$ cat config.mk
export PLATFORM = sky130hd
export DESIGN_NAME = cache_ctrl_fsm_flat
export DESIGN_NICKNAME = d
export VERILOG_FILES = /design/src/rtl/cache_ctrl_fsm_pkg.sv /design/src/rtl/cache_ctrl_fsm_if.sv /design/src/rtl/cache_ctrl_fsm.sv /design/src/flat_wrapper.sv
export SDC_FILE = /design/constraint.sdc
export NUM_CORES = 1
export LEC_CHECK = 0
export ABC_AREA = 1
export CAP_MARGIN = 30
export CORE_AREA = 2 2 131 133
export CTS_BUF_LIST = sky130_fd_sc_hd__clkbuf_4 sky130_fd_sc_hd__clkbuf_8 sky130_fd_sc_hd__clkbuf_16
export CTS_CLUSTER_SIZE = 12
export DETAILED_ROUTE_END_ITERATION = 10
export DIE_AREA = 0 0 133 135
export GPL_TIMING_DRIVEN = 0
export PLACE_DENSITY_LB_ADDON = 0.15
export SLEW_MARGIN = 20
export SYNTH_ARGS = -nofsm -noshare
export SYNTH_HDL_FRONTEND = slang
export SYNTH_SLANG_ARGS = --single-unit
$ cat constraint.sdc
create_clock -name clk -period 1.5 [get_ports clk]
set_clock_uncertainty 0.15 [all_clocks]
set_input_delay 0.3 -clock clk [delete_from_list [all_inputs] [get_ports clk]]
set_output_delay 0.3 -clock clk [all_outputs]
set_load 0.005 [all_outputs]
$ cat src/rtl/cache_ctrl_fsm_pkg.sv
// -----------------------------------------------------------------------------
// cache_ctrl_fsm_pkg
//   Shared types and constants for the miss-handling controller of the 2-way
//   set-associative, write-back, LRU cache (32 sets, 4-word lines).
//   Address layout: {tag[31:9], index[8:4], word[3:2], byte[1:0]}.
// -----------------------------------------------------------------------------
package cache_ctrl_fsm_pkg;

    localparam int ADDR_BITS  = 32;
    localparam int SET_NUM    = 32;
    localparam int LINE_WORDS = 4;

    localparam int IDX_BITS  = 5;
    localparam int WORD_BITS = 2;
    localparam int OFF_BITS  = IDX_BITS - 1;                        // word + byte offset bits
    localparam int TAG_BITS  = ADDR_BITS - IDX_BITS - OFF_BITS;     // 23

    // Width code for a full 32-bit word (LW/SW encoding).
    localparam logic [2:0] UBHW_WORD = 3'b010;

    typedef enum logic [2:0] {
        ST_INIT,
        ST_IDLE,
        ST_CHECK,
        ST_PRE_BACK,
        ST_BACK,
        ST_FILL,
        ST_WAIT
    } state_t;

    // Word-aligned byte address of one word inside a cache line.
    function automatic logic [ADDR_BITS-1:0] line_word_addr(
        input logic [TAG_BITS-1:0]  tag,
        input logic [IDX_BITS-1:0]  idx,
        input logic [WORD_BITS-1:0] word
    );
        return {tag, idx, word, 2'b00};
    endfunction

endpackage

$ cat src/rtl/cache_ctrl_fsm_if.sv
// -----------------------------------------------------------------------------
// cache_ctrl_fsm_if
//   Bundles the three buses the controller sits between:
//     CPU side   : req_i, we_i, addr_i, u_b_h_w_i, data_i -> data_o, ack_o, stall_o
//     cache side : c_addr_o, c_load_o, c_store_o, c_edit_o, c_invalid_o,
//                  c_ubhw_o, c_din_o -> c_hit_i, c_valid_i, c_dirty_i,
//                  c_tag_i, c_dout_i (registered, one-cycle latency)
//     memory side: mem_cs_o, mem_we_o, mem_addr_o, mem_data_o
//                  -> mem_data_i, mem_ack_i
//   Suffixes are from the controller's point of view.
//   modport master : the controller (drives cache and memory, answers the CPU)
//   modport slave  : the surrounding CPU / cache / memory
// -----------------------------------------------------------------------------
interface cache_ctrl_fsm_if;
    import cache_ctrl_fsm_pkg::*;

    // CPU side
    logic                 req_i;
    logic                 we_i;
    logic [ADDR_BITS-1:0] addr_i;
    logic [2:0]           u_b_h_w_i;
    logic [31:0]          data_i;
    logic [31:0]          data_o;
    logic                 ack_o;
    logic                 stall_o;

    // Cache side
    logic [ADDR_BITS-1:0] c_addr_o;
    logic                 c_load_o;
    logic                 c_store_o;
    logic                 c_edit_o;
    logic                 c_invalid_o;
    logic [2:0]           c_ubhw_o;
    logic [31:0]          c_din_o;
    logic                 c_hit_i;
    logic                 c_valid_i;
    logic                 c_dirty_i;
    logic [TAG_BITS-1:0]  c_tag_i;
    logic [31:0]          c_dout_i;

    // Memory side
    logic                 mem_cs_o;
    logic                 mem_we_o;
    logic [ADDR_BITS-1:0] mem_addr_o;
    logic [31:0]          mem_data_o;
    logic [31:0]          mem_data_i;
    logic                 mem_ack_i;

    modport master (
        input  req_i, we_i, addr_i, u_b_h_w_i, data_i,
        output data_o, ack_o, stall_o,
        output c_addr_o, c_load_o, c_store_o, c_edit_o, c_invalid_o, c_ubhw_o, c_din_o,
        input  c_hit_i, c_valid_i, c_dirty_i, c_tag_i, c_dout_i,
        output mem_cs_o, mem_we_o, mem_addr_o, mem_data_o,
        input  mem_data_i, mem_ack_i
    );

    modport slave (
        output req_i, we_i, addr_i, u_b_h_w_i, data_i,
        input  data_o, ack_o, stall_o,
        input  c_addr_o, c_load_o, c_store_o, c_edit_o, c_invalid_o, c_ubhw_o, c_din_o,
        output c_hit_i, c_valid_i, c_dirty_i, c_tag_i, c_dout_i,
        input  mem_cs_o, mem_we_o, mem_addr_o, mem_data_o,
        output mem_data_i, mem_ack_i
    );

endinterface

$ cat src/rtl/cache_ctrl_fsm.sv
// -----------------------------------------------------------------------------
// cache_ctrl_fsm
//   Miss-handling controller between the CPU memory stage and {cache, memory}.
//   - After reset, sweeps all 32 sets with c_invalid_o (INIT).
//   - Hit path: IDLE issues the lookup, CHECK acks one cycle later.
//   - Miss path: writes back a dirty LRU victim word by word (PRE_BACK/BACK),
//     refills the line (FILL), bubbles once (WAIT) and lets the still-pending
//     request re-issue from IDLE, where it now hits.
// Ports
//   clk  : clock
//   rst  : asynchronous reset, active-low
//   bus  : cache_ctrl_fsm_if.master (CPU, cache and memory buses)
// -----------------------------------------------------------------------------
module cache_ctrl_fsm
    import cache_ctrl_fsm_pkg::*;
(
    input  logic           clk,
    input  logic           rst,
    cache_ctrl_fsm_if.master bus
);

    state_t                          state_q, state_d;
    logic [WORD_BITS-1:0]            wcnt_q,  wcnt_d;
    logic [IDX_BITS-1:0]             scnt_q,  scnt_d;
    logic [TAG_BITS-1:0]             vtag_q,  vtag_d;
    // Line address {tag, idx} of the access being serviced. Latched so that a
    // miss already in progress completes on the right line even if the CPU
    // withdraws the request and changes addr_i.
    logic [TAG_BITS+IDX_BITS-1:0]    line_q,  line_d;

    logic [TAG_BITS-1:0]             line_tag;
    logic [IDX_BITS-1:0]             line_idx;
    logic                            ack_w;

    assign line_tag = line_q[TAG_BITS+IDX_BITS-1:IDX_BITS];
    assign line_idx = line_q[IDX_BITS-1:0];

    // A hit only completes while the CPU is still asking for it.
    assign ack_w = (state_q == ST_CHECK) && bus.req_i && bus.c_hit_i;

    // ---------------------------------------------------------------- state register
    always_ff @(posedge clk or negedge rst) begin
        if (!rst) begin
            state_q <= ST_INIT;
            wcnt_q  <= '0;
            scnt_q  <= '0;
            vtag_q  <= '0;
            line_q  <= '0;
        end else begin
            state_q <= state_d;
            wcnt_q  <= wcnt_d;
            scnt_q  <= scnt_d;
            vtag_q  <= vtag_d;
            line_q  <= line_d;
        end
    end

    // ---------------------------------------------------------------- next state
    always_comb begin
        state_d = state_q;
        wcnt_d  = wcnt_q;
        scnt_d  = scnt_q;
        vtag_d  = vtag_q;
        line_d  = line_q;

        case (state_q)
            ST_INIT: begin
                // scnt wraps back to 0 on the last set.
                scnt_d = scnt_q + 1'b1;
                if (scnt_q == IDX_BITS'(SET_NUM - 1)) begin
                    state_d = ST_IDLE;
                end
            end

            ST_IDLE: begin
                if (bus.req_i) begin
                    line_d  = bus.addr_i[ADDR_BITS-1:OFF_BITS];
                    state_d = ST_CHECK;
                end
            end

            ST_CHECK: begin
                // A withdrawn request is dropped here, even on a miss.
                if (!bus.req_i || bus.c_hit_i) begin
                    state_d = ST_IDLE;
                end else begin
                    wcnt_d = '0;
                    if (bus.c_valid_i && bus.c_dirty_i) begin
                        vtag_d  = bus.c_tag_i;
                        state_d = ST_PRE_BACK;
                    end else begin
                        state_d = ST_FILL;
                    end
                end
            end

            ST_PRE_BACK: begin
                state_d = ST_BACK;
            end

            ST_BACK: begin
                if (bus.mem_ack_i) begin
                    if (wcnt_q == WORD_BITS'(LINE_WORDS - 1)) begin
                        wcnt_d  = '0;
                        state_d = ST_FILL;
                    end else begin
                        wcnt_d  = wcnt_q + 1'b1;
                        state_d = ST_PRE_BACK;
                    end
                end
            end

            ST_FILL: begin
                if (bus.mem_ack_i) begin
                    wcnt_d = wcnt_q + 1'b1;
                    if (wcnt_q == WORD_BITS'(LINE_WORDS - 1)) begin
                        state_d = ST_WAIT;
                    end
                end
            end

            ST_WAIT: begin
                state_d = ST_IDLE;
            end

            default: begin
                state_d = ST_INIT;
            end
        endcase
    end

    // ---------------------------------------------------------------- outputs
    always_comb begin
        bus.data_o      = '0;
        bus.ack_o       = 1'b0;
        bus.c_addr_o    = '0;
        bus.c_load_o    = 1'b0;
        bus.c_store_o   = 1'b0;
        bus.c_edit_o    = 1'b0;
        bus.c_invalid_o = 1'b0;
        bus.c_ubhw_o    = '0;
        bus.c_din_o     = '0;
        bus.mem_cs_o    = 1'b0;
        bus.mem_we_o    = 1'b0;
        bus.mem_addr_o  = '0;
        bus.mem_data_o  = '0;

        case (state_q)
            ST_INIT: begin
                // Held quiet while reset is asserted; sweeps once released.
                bus.c_invalid_o = rst;
                bus.c_addr_o    = line_word_addr('0, scnt_q, '0);
            end

            ST_IDLE: begin
                bus.c_addr_o = bus.addr_i;
                bus.c_ubhw_o = bus.u_b_h_w_i;
                bus.c_din_o  = bus.data_i;
                if (bus.req_i) begin
                    bus.c_load_o = !bus.we_i;
                    bus.c_edit_o = bus.we_i;
                end
            end

            ST_CHECK: begin
                bus.c_addr_o = bus.addr_i;
                bus.c_ubhw_o = bus.u_b_h_w_i;
                bus.ack_o    = ack_w;
                if (ack_w && !bus.we_i) begin
                    bus.data_o = bus.c_dout_i;
                end
            end

            ST_PRE_BACK: begin
                // No control strobe: the cache presents the LRU victim word.
                bus.c_addr_o = line_word_addr(vtag_q, line_idx, wcnt_q);
            end

            ST_BACK: begin
                // Address kept steady so c_dout_i stays valid for the whole
                // memory write, however long mem_ack_i takes.
                bus.c_addr_o   = line_word_addr(vtag_q, line_idx, wcnt_q);
                bus.mem_cs_o   = 1'b1;
                bus.mem_we_o   = 1'b1;
                bus.mem_addr_o = line_word_addr(vtag_q, line_idx, wcnt_q);
                bus.mem_data_o = bus.c_dout_i;
            end

            ST_FILL: begin
                bus.mem_cs_o   = 1'b1;
                bus.mem_addr_o = line_word_addr(line_tag, line_idx, wcnt_q);
                // Refill word is written into the cache in the ack cycle.
                // c_store_o leaves LRU untouched, so all four words hit one way.
                if (bus.mem_ack_i) begin
                    bus.c_store_o = 1'b1;
                    bus.c_addr_o  = line_word_addr(line_tag, line_idx, wcnt_q);
                    bus.c_din_o   = bus.mem_data_i;
                    bus.c_ubhw_o  = UBHW_WORD;
                end
            end

            default: begin
            end
        endcase
    end

    assign bus.stall_o = ((state_q != ST_IDLE) || bus.req_i) && !ack_w;

endmodule

$ cat src/flat_wrapper.sv
// flat-port wrapper written by rule: the top's interface ports become plain ports
module cache_ctrl_fsm_flat import cache_ctrl_fsm_pkg::*;
  (clk, rst, bus_req_i, bus_we_i, bus_addr_i, bus_u_b_h_w_i, bus_data_i, bus_data_o, bus_ack_o, bus_stall_o, bus_c_addr_o, bus_c_load_o, bus_c_store_o, bus_c_edit_o, bus_c_invalid_o, bus_c_ubhw_o, bus_c_din_o, bus_c_hit_i, bus_c_valid_i, bus_c_dirty_i, bus_c_tag_i, bus_c_dout_i, bus_mem_cs_o, bus_mem_we_o, bus_mem_addr_o, bus_mem_data_o, bus_mem_data_i, bus_mem_ack_i);
  cache_ctrl_fsm_if bus_i ();
  input  logic clk;
  input  logic rst;
  input wire logic [$bits(bus_i.req_i)-1:0] bus_req_i;
  input wire logic [$bits(bus_i.we_i)-1:0] bus_we_i;
  input wire logic [$bits(bus_i.addr_i)-1:0] bus_addr_i;
  input wire logic [$bits(bus_i.u_b_h_w_i)-1:0] bus_u_b_h_w_i;
  input wire logic [$bits(bus_i.data_i)-1:0] bus_data_i;
  output wire logic [$bits(bus_i.data_o)-1:0] bus_data_o;
  output wire logic [$bits(bus_i.ack_o)-1:0] bus_ack_o;
  output wire logic [$bits(bus_i.stall_o)-1:0] bus_stall_o;
  output wire logic [$bits(bus_i.c_addr_o)-1:0] bus_c_addr_o;
  output wire logic [$bits(bus_i.c_load_o)-1:0] bus_c_load_o;
  output wire logic [$bits(bus_i.c_store_o)-1:0] bus_c_store_o;
  output wire logic [$bits(bus_i.c_edit_o)-1:0] bus_c_edit_o;
  output wire logic [$bits(bus_i.c_invalid_o)-1:0] bus_c_invalid_o;
  output wire logic [$bits(bus_i.c_ubhw_o)-1:0] bus_c_ubhw_o;
  output wire logic [$bits(bus_i.c_din_o)-1:0] bus_c_din_o;
  input wire logic [$bits(bus_i.c_hit_i)-1:0] bus_c_hit_i;
  input wire logic [$bits(bus_i.c_valid_i)-1:0] bus_c_valid_i;
  input wire logic [$bits(bus_i.c_dirty_i)-1:0] bus_c_dirty_i;
  input wire logic [$bits(bus_i.c_tag_i)-1:0] bus_c_tag_i;
  input wire logic [$bits(bus_i.c_dout_i)-1:0] bus_c_dout_i;
  output wire logic [$bits(bus_i.mem_cs_o)-1:0] bus_mem_cs_o;
  output wire logic [$bits(bus_i.mem_we_o)-1:0] bus_mem_we_o;
  output wire logic [$bits(bus_i.mem_addr_o)-1:0] bus_mem_addr_o;
  output wire logic [$bits(bus_i.mem_data_o)-1:0] bus_mem_data_o;
  input wire logic [$bits(bus_i.mem_data_i)-1:0] bus_mem_data_i;
  input wire logic [$bits(bus_i.mem_ack_i)-1:0] bus_mem_ack_i;
  assign bus_i.req_i = bus_req_i;
  assign bus_i.we_i = bus_we_i;
  assign bus_i.addr_i = bus_addr_i;
  assign bus_i.u_b_h_w_i = bus_u_b_h_w_i;
  assign bus_i.data_i = bus_data_i;
  assign bus_data_o = bus_i.data_o;
  assign bus_ack_o = bus_i.ack_o;
  assign bus_stall_o = bus_i.stall_o;
  assign bus_c_addr_o = bus_i.c_addr_o;
  assign bus_c_load_o = bus_i.c_load_o;
  assign bus_c_store_o = bus_i.c_store_o;
  assign bus_c_edit_o = bus_i.c_edit_o;
  assign bus_c_invalid_o = bus_i.c_invalid_o;
  assign bus_c_ubhw_o = bus_i.c_ubhw_o;
  assign bus_c_din_o = bus_i.c_din_o;
  assign bus_i.c_hit_i = bus_c_hit_i;
  assign bus_i.c_valid_i = bus_c_valid_i;
  assign bus_i.c_dirty_i = bus_c_dirty_i;
  assign bus_i.c_tag_i = bus_c_tag_i;
  assign bus_i.c_dout_i = bus_c_dout_i;
  assign bus_mem_cs_o = bus_i.mem_cs_o;
  assign bus_mem_we_o = bus_i.mem_we_o;
  assign bus_mem_addr_o = bus_i.mem_addr_o;
  assign bus_mem_data_o = bus_i.mem_data_o;
  assign bus_i.mem_data_i = bus_mem_data_i;
  assign bus_i.mem_ack_i = bus_mem_ack_i;
  cache_ctrl_fsm u_core (.clk(clk), .rst(rst), .bus(bus_i));
endmodule
==> out/metrics.cfg <==
[layout]
n_fill_cell=1452
drive_gt1_share_pct=45.45
multiInputGateArea_um2=2924
stdcell_count=1288
fin_util_pct=61.01
syn2layout_area_growth_pct=124.5
design_area_um2=10010
nets=1228
seq_area_um2=1529

[timing]
setup_ws_ns=-0.8887
slew_headroom_pct=64.04
fin_tns_setup_ns=-146.68
drv_slew=0
whs_ns=-0.2401
grt_setup_unrepaired=true
setup_violations=228
fmax_ghz=0.4186
tightest_slew_ns=0.5394
period_needed_ns=2.389
hold_violations=29
fin_crit_sh_pct=159.2

[grt]
grt_overflow=0
grt_pass1_wl_mm=33.85
grt_usage_pct=24.22
grt_pass1_vias=5847
grt_max_degree=33
grt_antenna_before_repair=1

[logic_synthesis]
synth_cell_type_count=30
synth-async-reset-ratio_pct=100.0
synth-seq-cells=61
synth_top_area_cell=dfrtp_1
synth.top_cell.area_share_pct=34.23
yosysMostFrequentCell=nand2_1
synth_area_um2=4459
synth_area_per_cell_um2=7.263
synth-main-ff-cell=dfrtp_1
synth_edf_count=0
yosys-top-cells-count=148 x nand2_1, 80 x inv_1, 62 x nor2_1
yosysSeqAreaShare_pct=34.23
yosysWarnings=0
syn-instance-count=614
synthTopCellsByArea=dfrtp_1 34%, nand2_1 12%, a22o_1 11%

[routing]
via_per_inst=4.637
drt_first_pass_iters=4
drtIter0Drc=300
ant_nets=0
wl_per_cell_um=18.98
routed_wl_mm=24.45
route.detailed.drc=0
via_count=5972

[worst_setup_path]
worstPathCellList=buf_6 > inv_6 > nor2_2 > inv_2 > nor2_1 > clkdlybuf4s50_1
critPathKind=flip-flop to output port
start_kind=flip-flop
worstPathRequired_ns=1.05
end_kind=output port
critical_path.max_fanout=8
slowest_delay_ns=0.52
critPathArrivalTime_ns=1.94
cpMaxStageDelayCell=clkdlybuf4s50_1

[clock_network]
htree_num_levels=3
clk_pin_slew_worst_paths_ns=0.06
cts_sinks=61
worstSkewPairLatency_ns=0.33
cts_max_path_buffers=2
cts_tree=done
clockRootBuffer=clkbuf_16
cts_made_buffers=9

[place]
place_congestion=0.8595
dp_hpwl_mm=16.45
port-buffer-count=330
postPlaceCellArea_um2=8118
placedCellCount=1166
place_ws_ns=-1.243

[floorplan]
num_rows=47
dieArea_um2=17960
die_x_um=133
fp.dieH_um=135
io_pins=333
initial_core_util_pct=27.18
coreArea_um2=16410

[power]
peakVddDrop_mv=0.7194
power.density_nw_per_um2=1360
p_leak_uw=0.005054

[min_path]
hold_class=input port to asynchronous set/reset pin

[flow_run]
cap_violations=0

[outcome]
violations=hold timing, setup timing
status=complete, but fails checks

final timing paths:
path	start	end	slack, ns	cells past startpoint
hold / removal	rst	u_core.vtag_q[1]	-0.24	1
setup / recovery	u_core.state_q[2]	bus_mem_addr_o[4]	-0.89	6
hold reg to reg	u_core.scnt_q[2]	u_core.scnt_q[2]	0.34	1
max in group asynchronous	rst	u_core.vtag_q[16]	0.89	2
setup reg to reg	u_core.state_q[1]	u_core.vtag_q[6]	-0.77	13
min in group clk	u_core.scnt_q[2]	u_core.scnt_q[2]	0.34	1
stage by stage:
stage / power, uW / hold WS [ns]
global placement: 9209 / 0.3131
detailed placement: 9271 / 0.1293
global route: 14340 / -0.2092
finish: 13610 / -0.2401
CTS: 11980 / -0.2238
floorplan: 5733 / -0.1456
registers in the layout, summed over array words and instances (netlist names):
register        flops
u_core.wcnt_q       2
u_core.state_q      3
u_core.line_q      28
u_core.vtag_q      23
u_core.scnt_q       5
layout make-up:
type	instances	area share (%)
clock buffer	11	2.525
tap	220	2.750
buffer	33	4.387
clock inverter	4	0.4750
timing repair buffer	443	41.49
antenna	1	0.02500
sequential	61	15.28
multi-input combinational	424	29.21
inverter	91	3.863
routing by layer:
metal	track usage, %	routed length (um)	vias up
met5	0	0	-
met2	43.32	12700	249
met1	28.48	9493	2799
met4	8.244	668	0
li1	-	-	2883
met3	5.743	1589	41
logic make-up after synthesis:
kind of cell	count (synthesis)	synth area share, %
XOR/XNOR	3	0.5893
other	1	0.08409
buffers and inverters	130	13.72
AND/OR/NAND/NOR	303	31.34
adder cells (fa/ha/maj)	3	0.8418
AO/OA/AOI/OAI	113	19.19
flip-flops	61	34.23
placed cells by master, fill, tap and decap left out, types with 34 or more instances in the layout:
master           count
inv_1               77
nand2_1            107
nor2_4              49
buf_2              140
a22o_1              54
dfrtp_1             59
nand3_1             37
clkdlybuf4s50_1    168
buf_6               73
nand2_2             34
where the power goes:
part / internal (uW) / switching [uW] / total [uW]
combinational: 4530 / 4230 / 8760
sequential: 2220 / 502 / 2720
clock: 1360 / 772 / 2130
repair_timing:
item                                    4_1_cts  5_1_grt
setup buffers                                74       29
gates resized for setup                     689      300
hold endpoints to repair                     29       29
endpoints found under the setup margin      223      228
cloned                                        7       13
pin swaps                                    31       60
worst max-delay path, delay by kind of cell, from the launching register on:
family / cells / cell delay (ns)
buffers and inverters: 4 / 0.89
DFF: 1 / 0.34
and+or+nand+nor: 2 / 0.37
No activity file was read; power rests on OpenSTA's default activity.
